===== src/rtl/sampling_fir_pkg.sv =====
// Shared widths, default coefficients and FSM encoding for the sampling FIR stage.
package sampling_fir_pkg;
  localparam int DATA_W   = 16;
  localparam int COEF_W   = 16;
  localparam int FIR_TAPS = 8;
  localparam int PROD_W   = DATA_W + COEF_W;
  localparam int ACC_W    = PROD_W + $clog2(FIR_TAPS);

  typedef logic signed [DATA_W-1:0] sample_t;
  typedef logic signed [COEF_W-1:0] coef_t;
  typedef logic signed [PROD_W-1:0] prod_t;
  typedef logic signed [ACC_W-1:0]  acc_t;

  // Symmetric Q1.15 low-pass, sums to 0x8000 for unity DC gain.
  localparam coef_t FIR_COEF [FIR_TAPS] = '{
    16'sh0400, 16'sh0C00, 16'sh1400, 16'sh1C00,
    16'sh1C00, 16'sh1400, 16'sh0C00, 16'sh0400
  };

  typedef enum logic [2:0] {IDLE, READ, CAPTURE, MAC, ROUND, OUT} fir_state_t;
endpackage


===== src/rtl/sampling_fir_filter_if.sv =====
// Buffer read side plus filtered-sample output port of the FIR stage.
interface sampling_fir_filter_if;
  import sampling_fir_pkg::*;

  sample_t Sampling_Q;
  logic    Sampling_Empty;
  logic    Sampling_Read_en;
  sample_t Fir_Q;
  logic    Fir_Valid;
  logic    Fir_Ready;

  modport master (
    input  Sampling_Q, Sampling_Empty, Fir_Ready,
    output Sampling_Read_en, Fir_Q, Fir_Valid
  );
  modport slave (
    output Sampling_Q, Sampling_Empty, Fir_Ready,
    input  Sampling_Read_en, Fir_Q, Fir_Valid
  );
endinterface


===== src/rtl/sampling_fir_mac.sv =====
// Registered 16x16 signed multiply feeding a 35-bit accumulator; acc_sum already includes the
// product in flight, so it is final the cycle after the last enable. No backpressure.
module sampling_fir_mac
  import sampling_fir_pkg::*;
(
  input  logic    Clk,
  input  logic    Rst_n,
  input  logic    clr,
  input  logic    en,
  input  sample_t a,
  input  coef_t   b,
  output acc_t    acc_sum
);
  prod_t prod_q, prod_d;
  logic  prod_vld_q, prod_vld_d;
  acc_t  acc_q, acc_d;

  assign acc_sum = acc_q + (prod_vld_q ? acc_t'(prod_q) : acc_t'(0));

  always_comb begin
    prod_d     = prod_q;
    prod_vld_d = 1'b0;
    acc_d      = acc_sum;
    if (en) begin
      prod_d     = a * b;
      prod_vld_d = 1'b1;
    end
    if (clr) begin
      prod_d     = '0;
      prod_vld_d = 1'b0;
      acc_d      = '0;
    end
  end

  always_ff @(posedge Clk or negedge Rst_n) begin
    if (!Rst_n) begin
      prod_q     <= '0;
      prod_vld_q <= 1'b0;
      acc_q      <= '0;
    end else begin
      prod_q     <= prod_d;
      prod_vld_q <= prod_vld_d;
      acc_q      <= acc_d;
    end
  end
endmodule


===== src/rtl/sampling_fir_filter.sv =====
// TAPS-tap FIR after the sampling buffer: Fir_Valid rises TAPS+3 cycles after the read pulse; no
// read is issued until the result is accepted. FIR_SATURATE_EN clamps instead of wrapping.
module sampling_fir_filter
  import sampling_fir_pkg::*;
#(
  parameter int TAPS     = FIR_TAPS,
  parameter int GAIN_SHL = 0
) (
  input logic                   Clk,
  input logic                   Rst_n,
  input logic                   Fir_Clear,
  sampling_fir_filter_if.master bus
);
  localparam int IW = (TAPS > 1) ? $clog2(TAPS) : 1;
  localparam logic [IW-1:0] IDX_LAST = IW'(TAPS - 1);

  fir_state_t    state_q, state_d;
  logic [IW-1:0] idx_q, idx_d;
  sample_t       tap_q [TAPS];
  sample_t       tap_d [TAPS];
  sample_t       fir_q_q, fir_q_d;
  logic          fir_valid_q, fir_valid_d;
  logic          read_en_q, read_en_d;
  logic          mac_clr, mac_en;
  acc_t          mac_acc, rnd;
  sample_t       result;

  sampling_fir_mac u_mac (
    .Clk     (Clk),
    .Rst_n   (Rst_n),
    .clr     (mac_clr),
    .en      (mac_en),
    .a       (tap_q[idx_q]),
    .b       (FIR_COEF[idx_q]),
    .acc_sum (mac_acc)
  );

`ifdef FIR_SATURATE_EN
  localparam acc_t SAT_MAX = acc_t'(32767);
  localparam acc_t SAT_MIN = -acc_t'(32768);
  acc_t shf;
`endif

  always_comb begin
    result = '0;
    rnd    = (mac_acc + acc_t'(1 << 14)) >>> 15;
`ifdef FIR_SATURATE_EN
    shf = rnd <<< GAIN_SHL;
    if (shf > SAT_MAX)      result = 16'sh7FFF;
    else if (shf < SAT_MIN) result = 16'sh8000;
    else                    result = sample_t'(shf);
`else
    result = sample_t'(rnd <<< GAIN_SHL);
`endif
  end

  always_comb begin
    state_d = state_q;
    idx_d   = idx_q;
    tap_d   = tap_q;
    fir_q_d = fir_q_q;
    mac_clr = 1'b0;
    mac_en  = 1'b0;
    unique case (state_q)
      IDLE:    if (!bus.Sampling_Empty) state_d = READ;
      READ:    state_d = CAPTURE;
      CAPTURE: begin
        tap_d[0] = bus.Sampling_Q;
        for (int k = 1; k < TAPS; k++) tap_d[k] = tap_q[k-1];
        mac_clr = 1'b1;
        idx_d   = '0;
        state_d = MAC;
      end
      MAC: begin
        mac_en = 1'b1;
        if (idx_q == IDX_LAST) state_d = ROUND;
        else                   idx_d   = idx_q + 1'b1;
      end
      ROUND: begin
        fir_q_d = result;
        state_d = OUT;
      end
      OUT:     if (bus.Fir_Ready) state_d = IDLE;
      default: state_d = IDLE;
    endcase
    // Clear wins over everything, including a sample being captured this cycle.
    if (Fir_Clear) begin
      state_d = IDLE;
      tap_d   = '{default: '0};
      idx_d   = '0;
      mac_clr = 1'b1;
    end
    read_en_d   = (state_d == READ);
    fir_valid_d = (state_d == OUT);
  end

  always_ff @(posedge Clk or negedge Rst_n) begin
    if (!Rst_n) begin
      state_q     <= IDLE;
      idx_q       <= '0;
      tap_q       <= '{default: '0};
      fir_q_q     <= '0;
      fir_valid_q <= 1'b0;
      read_en_q   <= 1'b0;
    end else begin
      state_q     <= state_d;
      idx_q       <= idx_d;
      tap_q       <= tap_d;
      fir_q_q     <= fir_q_d;
      fir_valid_q <= fir_valid_d;
      read_en_q   <= read_en_d;
    end
  end

  assign bus.Sampling_Read_en = read_en_q;
  assign bus.Fir_Q            = fir_q_q;
  assign bus.Fir_Valid        = fir_valid_q;
endmodule


===== src/flat_wrapper.sv =====
// flat-port wrapper written by rule: the top's interface ports become plain ports
module sampling_fir_filter_flat import sampling_fir_pkg::*;
#(
  parameter int TAPS     = FIR_TAPS,
  parameter int GAIN_SHL = 0
)
  (Clk, Rst_n, Fir_Clear, bus_Sampling_Q, bus_Sampling_Empty, bus_Fir_Ready, bus_Sampling_Read_en, bus_Fir_Q, bus_Fir_Valid);
  sampling_fir_filter_if bus_i ();
  input logic Clk;
  input logic Rst_n;
  input logic Fir_Clear;
  input wire logic [$bits(bus_i.Sampling_Q)-1:0] bus_Sampling_Q;
  input wire logic [$bits(bus_i.Sampling_Empty)-1:0] bus_Sampling_Empty;
  input wire logic [$bits(bus_i.Fir_Ready)-1:0] bus_Fir_Ready;
  output wire logic [$bits(bus_i.Sampling_Read_en)-1:0] bus_Sampling_Read_en;
  output wire logic [$bits(bus_i.Fir_Q)-1:0] bus_Fir_Q;
  output wire logic [$bits(bus_i.Fir_Valid)-1:0] bus_Fir_Valid;
  assign bus_i.Sampling_Q = bus_Sampling_Q;
  assign bus_i.Sampling_Empty = bus_Sampling_Empty;
  assign bus_i.Fir_Ready = bus_Fir_Ready;
  assign bus_Sampling_Read_en = bus_i.Sampling_Read_en;
  assign bus_Fir_Q = bus_i.Fir_Q;
  assign bus_Fir_Valid = bus_i.Fir_Valid;
  sampling_fir_filter #(.TAPS(TAPS), .GAIN_SHL(GAIN_SHL)) u_core (.Clk(Clk), .Rst_n(Rst_n), .Fir_Clear(Fir_Clear), .bus(bus_i));
endmodule

===== config.mk =====
export PLATFORM = sky130hd
export DESIGN_NAME = sampling_fir_filter_flat
export DESIGN_NICKNAME = d
export VERILOG_FILES = /design/src/rtl/sampling_fir_pkg.sv /design/src/rtl/sampling_fir_filter_if.sv /design/src/rtl/sampling_fir_mac.sv /design/src/rtl/sampling_fir_filter.sv /design/src/flat_wrapper.sv
export SDC_FILE = /design/constraint.sdc
export NUM_CORES = 1
export LEC_CHECK = 0
export ABC_AREA = 1
export BUFFER_PORTS_ARGS = -buffer_cell sky130_fd_sc_hd__buf_2
export CAP_MARGIN = 5
export CORE_ASPECT_RATIO = 1.2
export CORE_MARGIN = 2
export CORE_UTILIZATION = 60
export DETAILED_ROUTE_END_ITERATION = 6
export PLACE_DENSITY = 0.84
export RECOVER_POWER = 100
export SYNTH_ARGS = -nofsm -noshare
export SYNTH_HDL_FRONTEND = slang
export SYNTH_SLANG_ARGS = --single-unit

===== constraint.sdc =====
create_clock -name Clk -period 6.4 [get_ports Clk]
set_clock_uncertainty 0.15 [all_clocks]
set_input_delay 0.32 -clock Clk [delete_from_list [all_inputs] [get_ports Clk]]
set_output_delay 0.32 -clock Clk [all_outputs]
set_load 0.005 [all_outputs]

# == Yosys cells after proc, flatten, opt, wreduce, memory -nomap -nowiden ==
# Memory sizes are Yosys's and may differ from the RTL's.
# Cells that the tools add are included.
# word_totals
mem_count,1
out_inout_bits,18
ff_bits,220
mem_bits_ro,128
input_bits,21
# classes
n_mux,24
n_addsub,3
mul,1
reduce_logical,5
order_cmp,1
bitwise,1
eq_ne,9
# memory_table
memory,words,width,read_ports,rd_clocked_by_memory_dff,wr,line_no,rtl
(no name shown),8,16,1,0,0,sampling_fir_filter.sv:34,".b (FIR_COEF[idx_q]),"
# op_table
op,count
two-way mux 128 bit,2
two-way mux 35 bit,2
two-way mux 16 bit,4
two-way mux 32 bit,2
binary-select mux 16 bit (select 3 bit),1
adder 35 bit,1
multiplier 16 x 16 -> 32 bit,1
"adder 31 x 16 -> 31 bit, second input constant",1
two-way mux 3 bit,6
one-hot mux 3 bit (6 select lines),1
"equality test 3 bit, second input constant",4
"equality test 3 x 1 -> 1 bit, second input constant",2
"equality test 3 x 2 -> 1 bit, second input constant",2
one-hot mux 3 bit (2 select lines),1
two-way mux 1 bit,5
"greater-or-equal comparator 4 bit, second input constant",1
NOT 3 -> 4 bit,1
nonzero test 2 bit,2
"adder 3 x 1 -> 3 bit, second input constant",1
zero test 3 bit,1
"inequality test 3 bit, second input constant",1
nonzero test 3 bit,1
AND reduction 2 bit,1

# == Longest topological paths before layout ==
# logic_depth
ltp_word,7
depth_mapped,26
mapped_depth_nobuf,25

# == Hierarchy ==
# A second synthesis with hierarchy kept.
# hier_totals
hier_cells,3214
hier_area_um2,24553.5
# modules_own_cells
mod,area_each_um2,seq_area_each_um2,instances,cells_per_inst
sampling_fir_mac,15855.2,1701.6,1,2259
sampling_fir_filter,8698.3,3803.6,1,955

# == Least setup slack after synthesis ==
# No wires, ideal clock.
# synth_path
path_type,register to register
from,register u_core.idx_q[1]
to,register u_core.u_mac.prod_q[28]
stages_incl_launch_ff,27
n_path_buf,2
setup_slack_ns,1.416
arrival_time_ns,4.708
synth_period_minus_slack_ns,4.984
cell_sequence,dfrtp_1 > buf_2 > clkinv_1 > clkbuf_1 > a21oi_1 > o21ai_0 > nand2_1 > nor2_1 > a31oi_1 > nand2_1 > fa_1 > inv_1 > ha_1 > ha_1 > ha_1 > ha_1 > ha_1 > inv_1 > fa_1 > o21ai_0 > nand2_1 > a31oi_1 > a21oi_1 > o21ai_0 > nand2_1 > nand2_1 > o21ai_0
# synth_via
elab_chain_len,7
elab_cells_between_ends,10
cone_classes,mul: 1; mux: 7; bitwise: 1; memory: 1
# synth_lines
element,line_no,rtl
from (decl),sampling_fir_filter.sv:18,"logic [IW-1:0] idx_q, idx_d;"
from (signal assigned),sampling_fir_filter.sv:107,idx_q <= idx_d;
NOT 3 -> 4 bit (not written as such) *,"sampling_fir_filter.sv:33, sampling_fir_filter.sv:34",
memory (8 x 16 bit) / binary-select mux 16 bit (select 3 bit) (equally long branches),--,
two-way mux 16 bit (on tied branches) (2 in series),"sampling_fir_filter.sv:34, sampling_fir_filter.sv:33",
multiplier 16 x 16 -> 32 bit *,sampling_fir_mac.sv:25,prod_d = a * b;
two-way mux 32 bit *,sampling_fir_mac.sv:24,if (en) begin
two-way mux 32 bit *,sampling_fir_mac.sv:28,if (clr) begin
to (signal assigned),sampling_fir_mac.sv:41,prod_q <= prod_d;
to (decl),sampling_fir_mac.sv:14,"prod_t prod_q, prod_d;"
# Every way passes the cells marked *; elsewhere a longest branch is shown, timed or not. The select of a mux whose other input is x is not followed.
# A chain may end at the register's enable or synchronous reset.

# == Worst setup path in the final report ==
# layout_path
from,register u_core.idx_q[0]
to,register u_core.u_mac.prod_q[28]
# Same word-level chain as after synthesis.

==> qor.yml <==
critical_path:
  critical_path_class: "flip-flop to flip-flop"
  startpoint_type: "flip-flop"
  crit_family: "adder cells"
  worstPathArrival_ps: 5880
  cp_max_fo: 38
  crit_buf_inv: 5
  crit_chain: "inv_1, buf_4, buf_4, o21ai_0, nand3_1, nand3_1, fa_1, inv_1, ha_1, xor2_1, ha_1, ha_1, ha_1, inv_1, fa_1, o21ai_0, nand2_1, a31oi_1, a21oi_1, o21ai_0, nand2_1, nand2_1, o21ai_0"
  crit_required_ps: 6560
  slowest_stage: "fa_1"
  slowest_delay_ps: 540
  cp-end-kind: "flip-flop"
synth:
  syn_avg_cell_area_um2: 7.50
  syn-num-nets: 1804
  yosysSeqAreaShare_pct: 38.8
  synth_warnings: 0
  netlist_area_mm2: 0.0126
  syn_inst: 1674
  yosysUniqueCellTypes: 36
  ys_ff_latch: 195
timing:
  relSlewSlack_pct: -99.8
  fin_crit_sh_pct: 89.4
  hold_violations: 0
  finalSetupTns_ps: 0
  slew_viol_final: 342
  rsz0062_at_grt: "false"
  fmax_mhz: 175
  hold_ws_ps: 34.6
  tightest_slew_ps: 3000
  setup_viol_count_final: 0
  period_needed_ps: 5720
cts:
  postCtsSetupRepairBufs: 0
  clkSinkCount: 195
  cts_inserted_buffers: 17
  cts_buffer_depth: 2
  cts_tree: "built"
  clk_pin_slew_ps: 80
  htreeDepth: 4
  cts_resized: 0
  clkLatencyLatePin_ps: 450
  cts-root-buf: "clkbuf_16"
route:
  via_per_inst: 5.65
  drt_first_pass_iters: 7
  ant_nets: 0
  wl_um: 29500
  routed-via-count: 11100
  avgRoutedWirePerCell_um: 14.9
  drt_iter0_drc: 805
  drc_errors: 1
floorplan:
  ios: 39
  fp.dieArea_mm2: 0.0221
  rows: 58
  core_mm2: 0.0208
  die-height_um: 163
  initial_core_util_pct: 60.5
  die_w_um: 136
finish:
  area_growth_syn_to_layout_pct: 8.10
  drive_above_1_share_pct: 6.41
  diodes: 0
  utilization_pct: 65.4
  finalNonFillerCells: 1971
  nets: 1818
global_route:
  antenna_found_initial: 0
  grt_first_pass_wirelength_um: 50300
  grt_pass1_vias: 10800
  grt_overflow: 0
  grt_max_degree: 125
  grt_use_total_pct: 28.2
hold_path:
  min_path_type: "input port to flip-flop"
placement:
  portBuffers: 38
  dp_cells: 1922
  globalplace.congestion: 0.935
  hpwlAfterDp_um: 20700
job:
  maxCapViolations: 4
outcome:
  violations: "design-rule violations, max-capacitance violations, max-slew violations"
  outcome: "complete, but fails checks"
power_and_ir_drop:
  p_leak_uw: 0.00709
  vdd_ir_drop_max_v: 0.000184
  power_density_mw_per_mm2: 209
-- path summary, 6_finish.rpt --
kind	slack (ps)	endpoint	from	cells after the start
max in group asynchronous	1800	u_core.idx_q[0]$_DFFE_PN0P_	Rst_n	3
min in group asynchronous	1200	u_core.tap_q[114]$_DFFE_PN0N_	Rst_n	2
worst max register to register	680	u_core.u_mac.prod_q[28]$_DFFE_PN0P_	u_core.idx_q[0]$_DFFE_PN0P_	23
worst min-delay path	30	u_core.state_q[0]$_DFF_PN0_	bus_Sampling_Empty	4
worst min register to register	330	u_core.bus.Fir_Q[6]$_DFFE_PN0P_	u_core.bus.Fir_Q[6]$_DFFE_PN0P_	2
worst max-delay path	680	u_core.u_mac.prod_q[28]$_DFFE_PN0P_	u_core.idx_q[0]$_DFFE_PN0P_	23
-- cell families (layout without fill, tap and decap cells) --
family / count (synthesis) / count (layout) / synth area share [%]
fa+ha+maj: 109 / 109 / 11.9
xor+xnor: 22 / 22 / 1.53
compound gates: 339 / 339 / 14.3
buf+inv: 333 / 360 / 10.1
simple gates: 676 / 676 / 23.2
flops: 195 / 195 / 38.8
-- through the flow --
stage	cell area, µm²	worst slack (ps)	total power [µW]
4_1_cts	13700	700	2850
5_1_grt	13600	224	2960
3_3_place_gp	12900	986	1790
3_5_place_dp	12900	775	1800
2_1_floorplan	12600	1420	1660
6_report	13600	680	2830
-- layout by cell type, fill, tap and decap left out, types with 11 or more instances in the layout --
cell type        n
nand2_2         13
nand4_1         11
dfrtp_1        194
clkbuf_16       17
nand2_1        365
o31ai_1         21
buf_4           11
nor2_1          89
dlygate4sd3_1   17
inv_1          249
a21oi_1        115
fa_1            18
ha_1            91
nand3_1        176
o21ai_0        186
clkbuf_1        11
xor2_1          19
buf_2           29
-- cells in the mapped netlist --
| cell type | count | area (µm²) |
|---|---|---|
| o31ai_1 | 21 | 158 |
| a21oi_1 | 115 | 576 |
| a31oi_1 | 4 | 25.0 |
| and3_1 | 1 | 6.26 |
| or2_2 | 2 | 12.5 |
| dfrtp_1 | 195 | 4880 |
| nand4_1 | 11 | 68.8 |
| clkinv_1 | 2 | 7.51 |
| nand2_2 | 15 | 93.8 |
| a22o_1 | 6 | 52.6 |
| buf_2 | 11 | 55.1 |
| nor3_2 | 1 | 10.0 |
| and2_1 | 1 | 6.26 |
| o21ai_0 | 186 | 931 |
| a32o_1 | 2 | 20.0 |
| nor3_1 | 7 | 35.0 |
| nor2_1 | 86 | 323 |
| inv_2 | 7 | 26.3 |
| nand3_2 | 5 | 50.1 |
| xnor2_1 | 3 | 26.3 |
| nand2_1 | 363 | 1360 |
| buf_4 | 2 | 15.0 |
| nor2_4 | 2 | 22.5 |
| o211ai_1 | 1 | 7.51 |
| o41ai_1 | 1 | 8.76 |
| buf_1 | 3 | 11.3 |
| nand3_1 | 175 | 876 |
| ha_1 | 91 | 1140 |
| xor2_1 | 19 | 166 |
| o21ai_1 | 1 | 5.00 |
| clkbuf_1 | 61 | 229 |
| nor2_2 | 6 | 37.5 |
| inv_1 | 247 | 927 |
| fa_1 | 18 | 360 |
| a21oi_2 | 2 | 17.5 |
| nor3_4 | 1 | 16.3 |
-- routing by layer --
layer / vias up / share of wire [%] / global-route usage, %
met3: 82 / 3.8 / 2.71
met1: 5248 / 41 / 34.5
met2: 343 / 52 / 49.8
met4: 0 / 3.7 / 13.1
met5: - / 0 / 0
li1: 5465 / - / -
-- flip-flops by register name, indices dropped and copies added, names as in the netlist --
signal / flops
u_core.idx_q: 3
u_core.u_mac.prod_vld_q: 1
u_core.u_mac.prod_q: 21
u_core.bus.Sampling_Read_en: 1
u_core.bus.Fir_Q: 16
u_core.state_q: 3
u_core.bus.Fir_Valid: 1
u_core.tap_q: 128
u_core.u_mac.acc_q: 21
-- layout make-up --
class / instances / area [µm²]
tap: 270 / 338
sequential: 195 / 4880
clock inverter: 15 / 141
timing repair buffer: 72 / 459
fill: 1796 / 7170
multi-input combinational: 1146 / 6370
inverter: 256 / 962
clock buffer: 17 / 425
-- where the power goes --
part	switching (µW)	internal, µW
clock	525	517
sequential	32.7	1280
combinational	343	141
total	901	1930
-- worst reg2reg max path, stage by stage (launching register included) --
cell,delay (ps)
dfrtp_2,500
inv_1,260
buf_4,280
buf_4,350
o21ai_0,120
nand3_1,120
nand3_1,120
fa_1,540
inv_1,50
ha_1,310
xor2_1,190
ha_1,300
ha_1,280
ha_1,170
inv_1,60
fa_1,400
o21ai_0,270
nand2_1,110
a31oi_1,370
a21oi_1,150
o21ai_0,250
nand2_1,80
nand2_1,70
o21ai_0,100
-- repair_timing --
| action | CTS | global route |
|---|---|---|
| endpoints found under the hold margin | 139 | 0 |
| hold buffers | 17 | 0 |
| setup endpoints to repair | 0 | 0 |
Note: power is estimated with default switching activity, not from simulation.
